## src/rtl/pipe_burst_stats.sv

```systemverilog
// Purpose: groups consecutive valid samples into bursts and reports count/sum/max/min per burst.
// Latency: report registers on the closing edge (gap edge, or the edge of the MAX_LEN-th sample).
// Backpressure: one-entry report buffer; a summary closing while the buffer is held is dropped (sticky drop_flag).
//
// Ports:
//   clk, rst_n            clock (rising edge), asynchronous active-low reset
//   in_valid, in_data     sample stream from the multiply-add pipe, no upstream backpressure
//   out_ready             consumer accepts the buffered report this cycle
//   clr_drop              synchronous clear of drop_flag (a same-cycle drop wins)
//   out_valid             report buffer holds an unaccepted summary
//   out_count/sum/max/min burst summary, stable while out_valid && !out_ready
//   drop_flag             sticky: a completed summary was discarded
module pipe_burst_stats #(
    parameter int  DATA_W  = 8,
    parameter int  MAX_LEN = 16,
    localparam int CNT_W   = $clog2(MAX_LEN) + 1,
    localparam int SUM_W   = DATA_W + $clog2(MAX_LEN)
) (
    input  logic              clk,
    input  logic              rst_n,
    input  logic              in_valid,
    input  logic [DATA_W-1:0] in_data,
    input  logic              out_ready,
    input  logic              clr_drop,
    output logic              out_valid,
    output logic [CNT_W-1:0]  out_count,
    output logic [SUM_W-1:0]  out_sum,
    output logic [DATA_W-1:0] out_max,
    output logic [DATA_W-1:0] out_min,
    output logic              drop_flag
);

    typedef enum logic {IDLE, ACC} state_t;

    state_t            state, state_nxt;
    logic [CNT_W-1:0]  acc_count, acc_count_nxt, upd_count, rpt_count;
    logic [SUM_W-1:0]  acc_sum, acc_sum_nxt, upd_sum, rpt_sum;
    logic [DATA_W-1:0] acc_max, acc_max_nxt, upd_max, rpt_max;
    logic [DATA_W-1:0] acc_min, acc_min_nxt, upd_min, rpt_min;
    logic              close, close_cap, load, drop;

    always_comb begin
        state_nxt     = state;
        acc_count_nxt = acc_count;
        acc_sum_nxt   = acc_sum;
        acc_max_nxt   = acc_max;
        acc_min_nxt   = acc_min;

        // Running values including the current sample.
        upd_count = acc_count + CNT_W'(1);
        upd_sum   = acc_sum + SUM_W'(in_data);
        upd_max   = (in_data > acc_max) ? in_data : acc_max;
        upd_min   = (in_data < acc_min) ? in_data : acc_min;

        close_cap = (state == ACC) && in_valid && (acc_count == CNT_W'(MAX_LEN - 1));
        close     = close_cap || ((state == ACC) && !in_valid);

        // A cap close reports the burst including the closing sample;
        // a gap close reports what has been accumulated.
        rpt_count = close_cap ? upd_count : acc_count;
        rpt_sum   = close_cap ? upd_sum   : acc_sum;
        rpt_max   = close_cap ? upd_max   : acc_max;
        rpt_min   = close_cap ? upd_min   : acc_min;

        case (state)
            IDLE: begin
                if (in_valid) begin
                    state_nxt     = ACC;
                    acc_count_nxt = CNT_W'(1);
                    acc_sum_nxt   = SUM_W'(in_data);
                    acc_max_nxt   = in_data;
                    acc_min_nxt   = in_data;
                end
            end
            ACC: begin
                if (close) begin
                    state_nxt = IDLE;
                end else begin
                    acc_count_nxt = upd_count;
                    acc_sum_nxt   = upd_sum;
                    acc_max_nxt   = upd_max;
                    acc_min_nxt   = upd_min;
                end
            end
            default: state_nxt = IDLE;
        endcase

        // The buffer can take a new summary if empty or being drained this edge.
        load = close && (!out_valid || out_ready);
        drop = close && out_valid && !out_ready;
    end

    always_ff @(posedge clk or negedge rst_n) begin
        if (!rst_n) begin
            state     <= IDLE;
            acc_count <= '0;
            acc_sum   <= '0;
            acc_max   <= '0;
            acc_min   <= '0;
        end else begin
            state     <= state_nxt;
            acc_count <= acc_count_nxt;
            acc_sum   <= acc_sum_nxt;
            acc_max   <= acc_max_nxt;
            acc_min   <= acc_min_nxt;
        end
    end

    always_ff @(posedge clk or negedge rst_n) begin
        if (!rst_n) begin
            out_valid <= 1'b0;
            out_count <= '0;
            out_sum   <= '0;
            out_max   <= '0;
            out_min   <= '0;
            drop_flag <= 1'b0;
        end else begin
            if (load) begin
                out_valid <= 1'b1;
                out_count <= rpt_count;
                out_sum   <= rpt_sum;
                out_max   <= rpt_max;
                out_min   <= rpt_min;
            end else if (out_valid && out_ready) begin
                out_valid <= 1'b0;
            end

            if (drop) begin
                drop_flag <= 1'b1;
            end else if (clr_drop) begin
                drop_flag <= 1'b0;
            end
        end
    end

endmodule
```

## config.mk

```make
export PLATFORM = sky130hd
export DESIGN_NAME = pipe_burst_stats
export DESIGN_NICKNAME = d
export VERILOG_FILES = /design/src/rtl/pipe_burst_stats.sv
export SDC_FILE = /design/constraint.sdc
export NUM_CORES = 1
export LEC_CHECK = 0
export ABC_AREA = 1
export ABC_CLOCK_PERIOD_IN_PS = 3500
export CAP_MARGIN = 20
export CORE_MARGIN = 2
export CORE_UTILIZATION = 50
export DETAILED_ROUTE_END_ITERATION = 16
export GPL_ROUTABILITY_DRIVEN = 0
export PLACE_DENSITY_LB_ADDON = 0.2
export SETUP_SLACK_MARGIN = 0.3
export SLEW_MARGIN = 20
export SYNTH_ARGS = -nofsm -noshare
export SYNTH_HDL_FRONTEND = slang
export SYNTH_SLANG_ARGS = --single-unit
```

## constraint.sdc

```tcl
create_clock -name clk -period 3.5 [get_ports clk]
set_input_delay 0.7 -clock clk [delete_from_list [all_inputs] [get_ports clk]]
set_output_delay 0.7 -clock clk [all_outputs]
set_load 0.02 [all_outputs]
```

==> metrics.md <==
| Metric | Value |
|---|---|
| Layout net count | 652 |
| Ports | 48 |
| Total power | 3120 uW |
| Vias in the first global route | 3865 |
| CP max FO | 5 |
| Worst setup SP type | primary input |
| Gr usage total | 0.258 |
| Cells after Synth | 564 |
| Initial Util | 0.511 |
| Synth warn | 0 |
| DP Wirelength | 7370 um |
| Max stage delay cell, worst path | clkdlybuf4s50_1 |
| Diodes inserted | 0 |
| Die width | 95.1 um |
| Post-cts hold buffer count | 0 |
| Worst hold path class | in -> async |
| First-pass GRT wire length | 18100 um |
| Final worst slack | 0.745 ns |
| Max Root-Sink Buffers | 2 |
| Distinct cells, synth | 29 |
| Worst skew pair latency | 0.35 ns |
| Core Region | 0.00813 mm2 |
| Largest net degree at the start of global routing | 41 |
| Crit path time final | 2.75 ns |
| Critical path data arrival time | 3.00 ns |
| Post-synth net total | 603 |
| Relative slew slack | 0.446 |
| Clock-pin slew on the worst setup and hold paths | 0.08 ns |
| CTS tree | done |
| Post-CTS resize count | 0 |
| Initial DRC Count | 265 |
| Most used cell, CP | nand2_1 |
| CP Capture Type | flip-flop |
| Port bufs | 47 |
| Post-route cell area | 0.00490 mm2 |
| Final hold slack | 0.353 ns |
| Num CTS Buffers | 9 |
| Syn_area_per_cell | 7.36 um2 |
| Family with the most delay on the worst path | buffers and inverters |
| WP buf/inv | 3 |
| Max-slew violations | 0 |
| Final hold vios | 0 |
| Post-synthesis sequential area ratio | 0.416 |
| Final Setup Violations | 0 |
| Max Clock Freq | 363 MHz |
| Crit Path Class | in -> reg |
| Share of cells above drive strength 1 | 0.0568 |
| DR WL/cell | 14.9 um |
| Clock net sink count | 69 |
| Final Cycle Share | 0.787 |
| Antenna violations before repair | 0 |
| Area Growth Syn to Fin | 18.0% |
| CTS H-tree lvls | 3 |
| Post-route ant nets | 0 |
| Place WS | 0.505 ns |
| Worst path cell trace | clkdlybuf4s50_1 > ha_1 > inv_1 > fa_1 > inv_1 > nand2_1 > o21ai_1 > nand4_1 > nand3_1 > nand3_1 > nand2_1 > nand2_1 |
| Worst endpoint required time | 3.74 ns |
| Yosys reg bits | 69 |
| Worst Skew | 0.00921 ns |
| Post-Place Cell Area | 0.00473 mm2 |
| Root buffer cell | clkbuf_8 |
| Register-to-register setup slack | 1.03 ns |
| Mapped cell area | 0.00415 mm2 |
| Pwr dens | 636 mW/mm2 |
| Pre-antenna DRT Iters | 4 |
| LEAKAGE | 0.00249 uW |
| Post CTS Setup Buffer Count | 0 |
| Vias per Instance | 5.50 |
| Drt drc | 0 |
| Slew @ Worst Pin | 0.830 ns |
| Die height | 95.1 um |
| Via count | 3964 |
| Setup TNS | 0 ns |
| CP max stage delay | 0.58 ns |
| # Max-Cap Violations | 0 |
| WL final | 10800 um |
| Rows | 33 |
| Full die area | 0.00905 mm2 |
| RSZ-0062 raised after global routing | false |
| Status | completed |
| Worst vdd ir | 0.000340 V |
| Grt ovf | 0 |
final timing paths:
kind / start / to / depth (start not counted)
worst max-delay path: in_data[0] / out_sum[8]$_DFFE_PN0P_ / 12
worst min-delay path: rst_n / acc_min[2]$_DFFE_PN0P_ / 2
worst max register to register: acc_count[0]$_DFFE_PN0P_ / acc_max[1]$_DFFE_PN0P_ / 9
worst min register to register: out_min[1]$_DFFE_PN0P_ / out_min[1]$_DFFE_PN0P_ / 2
max in group asynchronous: rst_n / out_sum[5]$_DFFE_PN0P_ / 2
min in group clk: out_min[1]$_DFFE_PN0P_ / out_min[1]$_DFFE_PN0P_ / 2
placed cells by master (no fill, tap or decap), types with 3 or more instances in the layout:
cell type and instances:
nor2_1 22, nand2_1 208, a21o_1 4, buf_4 10
xnor2_1 3, ha_1 25, nand4_1 3, o22ai_1 4
o21a_1 6, o211ai_1 5, nand3_1 63, o21ai_1 7
nand2_2 3, inv_2 4, dfrtp_1 69, a21oi_1 41
xor2_1 4, inv_1 49, clkbuf_8 11, o21ai_0 17
clkdlybuf4s50_1 46
flip-flops by register name (all words and copies together) (netlist names):
name and count:
acc_sum 12, out_sum 12, acc_max 8, acc_min 8, out_max 8, out_min 8, acc_count 5, out_count 5
drop_flag 1, out_valid 1, state 1
power by group:
| group | leakage, uW | switching [uW] | internal, uW | total [uW] |
|---|---|---|---|---|
| logic | 0.00154 | 804 | 552 | 1360 |
| registers | 0.000858 | 158 | 1020 | 1170 |
| clock network | 0.0000881 | 301 | 286 | 588 |
per-layer routing:
layer | global-route usage | wire [um] | vias up
met1 | 0.336 | 4930 | 1896
met5 | 0 | 0 | -
met3 | 0.0451 | 569 | 16
met4 | 0.104 | 183 | 0
met2 | 0.426 | 5080 | 124
li1 | - | - | 1928
cells by family after synthesis:
| family | synth area share |
|---|---|
| simple gates | 0.304 |
| compound gates | 0.116 |
| buf+inv | 0.0699 |
| flops | 0.416 |
| fa+ha+maj | 0.0801 |
| xor+xnor | 0.0148 |
per-stage QoR:
step	utilization	std cells
after global placement	0.582	707
after CTS	0.602	721
after floorplan	-	564
after detailed placement	0.582	707
final	0.602	721
after global routing	0.602	721
worst register-to-register path, stage by stage, from the launching register on:
cell     delay (ns)
dfrtp_1        0.44
ha_1           0.25
nand2_1        0.06
nor2_1         0.04
ha_1           0.22
a21oi_1        0.16
buf_4          0.23
inv_1          0.40
a21oi_1        0.41
a21oi_1        0.12
Yosys cell counts:
cell,number,area [um2]
a21o_1,4,30.0
a21oi_1,41,205
buf_1,1,3.75
buf_2,13,65.1
buf_4,1,7.51
clkbuf_1,4,15.0
dfrtp_1,69,1730
fa_1,1,20.0
ha_1,25,313
inv_1,49,184
inv_2,4,15.0
nand2_1,208,781
nand2_2,3,18.8
nand3_1,63,315
nand4_1,3,18.8
nand4_2,1,12.5
nor2_1,22,82.6
nor3_1,2,10.0
nor3_4,1,16.3
o211ai_1,5,37.5
o21a_1,6,45.0
o21ai_0,17,85.1
o21ai_1,7,35.0
o21ai_2,1,8.76
o22ai_1,4,25.0
o32ai_1,1,8.76
or2_2,1,6.26
xnor2_1,3,26.3
xor2_1,4,35.0
area by class of cell:
class                           count  area (um2)
Tap cell                          105         131
Clock inverter                      2        10.0
Inverter                           53         199
Sequential cell                    69        1730
Clock buffer                       12         155
Timing Repair Buffer               57         541
Fill cell                         736        3240
Multi-Input combinational cell    423        2140
Note: power is estimated with default switching activity, not from simulation.
==> RTL edit 1, RTL diff (same settings) <==
`DATA_W`: 8 -> 12.
--- a/src/rtl/pipe_burst_stats.sv
+++ b/src/rtl/pipe_burst_stats.sv
@@ -13,3 +13,3 @@
 module pipe_burst_stats #(
-    parameter int  DATA_W  = 8,
+    parameter int  DATA_W  = 12,
     parameter int  MAX_LEN = 16,
Interface: changed (resized in_data, out_max, out_min and out_sum); port bits go from 48 to 64. No check against the original RTL was run, so the function may have changed too.
==> RTL edit 1 against the unedited design <==
Total power up 27%. Routed wire length up 51%. Final cell count up 42%. Final area up 41%. Area after synthesis up 42%. Sequential cell count up 24. Critical endpoint is now out_min[11]. Setup slack better by 45 ps. Highest routed layer unchanged. Utilization down 0.19 points. First-iteration DRC count up 77%.
==> RTL edit 1: results (changes against the unedited design) <==
vias: 5598  # was 3,964
drive_gt1_share_pct: 5.45  # was 5.68%
hold_ws_ps: 436  # was 353 ps
wl_met3_um: 897  # was 569 um
slew-limit-headroom_pct: 38.4  # was 44.6%
ir_drop_uv: 328  # was 340 uV
drt_iter0_drc: 468  # was 265
p_sw_share_pct: 38.6  # was 40.5%
reg_top3: "acc_sum (16), out_sum (16)"  # was acc_sum (12), out_sum (12)
p_seq_share_pct: 37.1  # was 37.6%
place_area_um2: 6610  # was 4730 um^2
synth_xor_area_share_pct: 1.33  # was 1.48%
r2r_slack_ps: 860  # was 1030 ps
synthTopCellsByCount: "nand2_1, a21oi_1, dfrtp_1, inv_1, nand3_1"  # was nand2_1, dfrtp_1, nand3_1, inv_1, a21oi_1
ys_top_cells_by_area: "dfrtp_1, nand2_1, a21oi_1, ha_1, nand3_1"  # was dfrtp_1, nand2_1, nand3_1, ha_1, a21oi_1
arrival_ps: 2960  # was 3000 ps
post-place-cells: 1008  # was 707
routed_wl_um: 16300  # was 10,800 um
syn_nets: 882  # was 603
leakagePower_nw: 3.50  # was 2.49 nW
syn-mean-instance-area_um2: 7.14  # was 7.36 um^2
vias_per_cell: 5.47  # was 5.50
io_buffers: 63  # was 47
internal_power_mw: 2.42  # was 1.85 mW
ys_seq_area_share_pct: 39.4  # was 41.6%
ctsRootBufferMaster: "clkbuf_16"  # was clkbuf_8
synth_compound_area_share_pct: 13.2  # was 11.6%
synthAdderAreaFrac_pct: 8.17  # was 8.01%
use_met2_pct: 44.6  # was 42.6%
status: "complete, no violations"  # unchanged
worstReg2RegEnd: "out_sum[4]"  # was acc_max[1]
pre_cts_ws_ps: 490  # was 505 ps
met1_usage_pct: 35.5  # was 33.6%
grt_pass1_wl_um: 27200  # was 18,100 um
grt_use_met3_pct: 3.64  # was 4.51%
gr-usage-all-layers_pct: 26.8  # was 25.8%
hpwl_um: 11000  # was 7370 um
drt-pass1-iter-count: 7  # was 4
combPwrFrac_pct: 39.2  # was 43.5%
cp_max_fo: 13  # was 5
met2_length_um: 7680  # was 5080 um
numCtsBuffers: 9  # unchanged
==> RTL edit 1: cell type report <==
type | instances | area [um^2]
flip-flops and latches | 93 | 2330
repair buffers | 72 | 721
clock inverters | 3 | 21.3
inverters | 79 | 297
well taps | 143 | 179
fillers | 1083 | 4580
clock buffers | 13 | 250
multi-input cells | 621 | 3090
==> RTL edit 1: critical path, stage by stage <==
cell and delay (ps):
clkdlybuf4s50_1 580, ha_1 380, o21ai_2 50, nand2_1 70, nand2_1 50, nand2_1 110, nand2_2 210, nand2_2 370
nand2_1 130, nand2_1 90, nand2_1 60, nand2_1 90, nand2_1 50
==> RTL edit 1: worst max-delay path by stage <==
stage / startpoint / end / slack [ps] / cells after the start
floorplan: in_data[0] / out_sum[10] / 1400 / 12
global placement: in_data[1] / out_min[9] / 550 / 13
detailed placement: in_data[1] / out_min[9] / 490 / 13
CTS: in_data[1] / out_min[11] / 810 / 13
global route: in_data[1] / out_min[11] / 650 / 13
finish: in_data[1] / out_min[11] / 790 / 13
==> RTL edit 2, RTL diff (same flow settings) <==
Made on the original files. `acc_sum` no longer has a reset.
--- a/src/rtl/pipe_burst_stats.sv
+++ b/src/rtl/pipe_burst_stats.sv
@@ -96,3 +96,2 @@
             acc_count <= '0;
-            acc_sum   <= '0;
             acc_max   <= '0;
@@ -102,3 +101,2 @@
             acc_count <= acc_count_nxt;
-            acc_sum   <= acc_sum_nxt;
             acc_max   <= acc_max_nxt;
@@ -106,2 +104,6 @@
         end
+    end
+
+    always_ff @(posedge clk) begin
+        acc_sum <= acc_sum_nxt;
     end
Check against the original RTL: no difference found for any inputs over 4 cycles, from zero or initial values and one cycle with rst_n low; that may be too few to reach the edited logic, so the function may still have changed.
==> RTL edit 2 against the unedited design <==
Die area is 0.63% higher. Sequential share of layout area is 1.0 points higher. Global-route usage is 0.57 points higher. Area after synthesis is 0.66% higher. Routed wire length is 1.3% higher. Non-clock buffer count is 5 lower. Final cell count is 1.9% lower. Final area is 0.49% higher. Count of clock-buffer cells in the layout is 2 lower. Total power is 7.2% lower. Synthesized cell count is 2.0% lower. Setup slack better by 120 ps. Sequential cell count stayed put. Critical path type unchanged.
==> RTL edit 2: results (changes against the unedited design) <==
yosysWarnings: 0  # unchanged
synthTopCellsByCount: "nand2_1, nand3_1, dfrtp_1, a21oi_1, inv_1"  # was nand2_1, dfrtp_1, nand3_1, inv_1, a21oi_1
antenna_found_initial: 0  # unchanged
cts_max_path_buffers: 2  # unchanged
cts_resized: 0  # unchanged
grt_max_degree: 39  # was 41
worstSkewPairLatency_ps: 360
slew-limit-headroom_pct: 58.5  # was 44.6%
p_sw_share_pct: 38.4  # was 40.5%
async_flop_share_pct: 82.6  # was 100%
grt_pass1_vias: 3905  # was 3,865
cp_max_fo: 9  # was 5
syn_nets: 592  # was 603
cpMaxStageDelayCell: "clkdlybuf4s50_1"  # unchanged
fin_cells: 707  # was 721
post-place-cells: 691  # was 707
cp-start-kind: "input port"  # unchanged
arrival_ps: 2880  # was 3000 ps
drive_gt1_share_pct: 5.98  # was 5.68%
postCtsSetupRepairBufs: 0  # unchanged
fin_skew_ps: 9.79  # was 9.21 ps
vias_per_cell: 5.57  # was 5.50
drt-pass1-iter-count: 5  # was 4
io_buffers: 47  # unchanged
hpwl_um: 7810  # was 7370 um
critPathMaxStageDelay_ps: 660  # was 580 ps
syn-mean-instance-area_um2: 7.56  # was 7.36 um^2
status: "complete, no violations"  # unchanged
finalNetCount: 636  # was 652
ys_seq_area_share_pct: 42.7  # was 41.6%
leakagePower_nw: 2.41  # was 2.49 nW
clkTransAtPathRegs_ps: 80  # about the same
synth_cell_type_count: 32  # was 29
diodes: 0  # unchanged
reg_top3: "acc_sum (12), out_sum (12)"  # unchanged
htree_levels: 3  # unchanged
grt_pass1_wl_um: 18600  # was 18,100 um
path_delay_family: "simple AND/OR/NAND/NOR gates"  # was buffers and inverters
ir_drop_uv: 295  # was 340 uV
ctsRootBufferMaster: "clkbuf_8"  # unchanged
gr-usage-all-layers_pct: 26.4  # was 25.8%
drt_iter0_drc: 325  # was 265
synth_edf_count: 12  # was 0
ys_top_cells_by_area: "dfrtp_1, nand2_1, edfxtp_1, nand3_1, ha_1"  # was dfrtp_1, nand2_1, nand3_1, ha_1, a21oi_1
routed_wl_um: 10900  # was 10,800 um
numCtsBuffers: 9  # unchanged
## RTL edit 2: cell count changes in the layout (fill, tap and decap cells not counted), sizes merged, moves of 5 or more
cell / change
edfxtp: +12
buf: -5
o211ai: -5
nand2: -16
nand3: +8
a21oi: +5
dfrtp: -12
## RTL edit 2: layout make-up
class                   instances  area [um^2]
clock buffers                  10          128
inverters                      50          188
multi-input cells             415         2110
clock inverters                 6         62.6
flip-flops and latches         69         1790
well taps                     105          131
repair buffers                 52          515
fillers                       741         3250
## RTL edit 2: kinds of logic after synthesis
group,share of synthesized area (%)
AO/OA/AOI/OAI,10.8
XOR/XNOR,1.68
adder cells (fa/ha/maj),7.96
buffers and inverters,6.76
flip-flops,42.7
AND/OR/NAND/NOR,30.0
## RTL edit 2: worst register-to-register path, cell delays in order (launching register included)
cell,delay (ps)
dfrtp_1,460
ha_1,220
nand2_1,70
nor2_1,110
ha_1,260
inv_2,70
nor3_4,420
inv_2,380
a21oi_1,230
o21ai_1,80
o21a_1,120
## RTL edit 2: metrics by stage
step                util (%)  area [um^2]  setup WS [ps]  power, mW  hold slack, ps
floorplan                  -         4180           1360       1.83             404
global placement        57.9         4730            586       2.21             464
detailed placement      57.9         4730            546       2.24             464
CTS                     60.2         4920            912       2.89             319
global route            60.2         4920            692       3.09             332
finish                  60.2         4920            865       2.89             311
## RTL edit 2: power by group through the flow
| stage | Sequential [mW] | Clock, mW | Combinational (mW) |
|---|---|---|---|
| 2_1_floorplan | 1.25 | 0 | 0.580 |
| 3_3_place_gp | 1.15 | 0 | 1.06 |
| 3_5_place_dp | 1.15 | 0 | 1.09 |
| 4_1_cts | 1.14 | 0.658 | 1.10 |
| 5_1_grt | 1.16 | 0.698 | 1.23 |
| 6_report | 1.14 | 0.654 | 1.10 |
## RTL edit 2: worst paths after layout
| path | slack (ps) | end | depth (start not counted) | start |
|---|---|---|---|---|
| max | 860 | out_min[6] | 11 | in_data[7] |
| min | 310 | out_sum[5] | 1 | rst_n |
| max reg2reg | 970 | out_count[3] | 10 | acc_count[0] |
| min reg2reg | 480 | out_sum[11] | 2 | out_sum[11] |
| max in group asynchronous | 2280 | out_max[7] | 2 | rst_n |
| min in group clk | 480 | out_sum[11] | 2 | out_sum[11] |
## RTL edit 2: per-layer routing
metal | up-vias | part of all wire [%] | GRT usage, % | wire [um]
li1 | 1902 | - | - | -
met1 | 1853 | 44 | 34.2 | 4830
met2 | 156 | 46 | 43.5 | 5060
met3 | 30 | 6.2 | 4.74 | 680
met4 | 0 | 3.0 | 11.0 | 322
met5 | - | 0 | 0 | 0
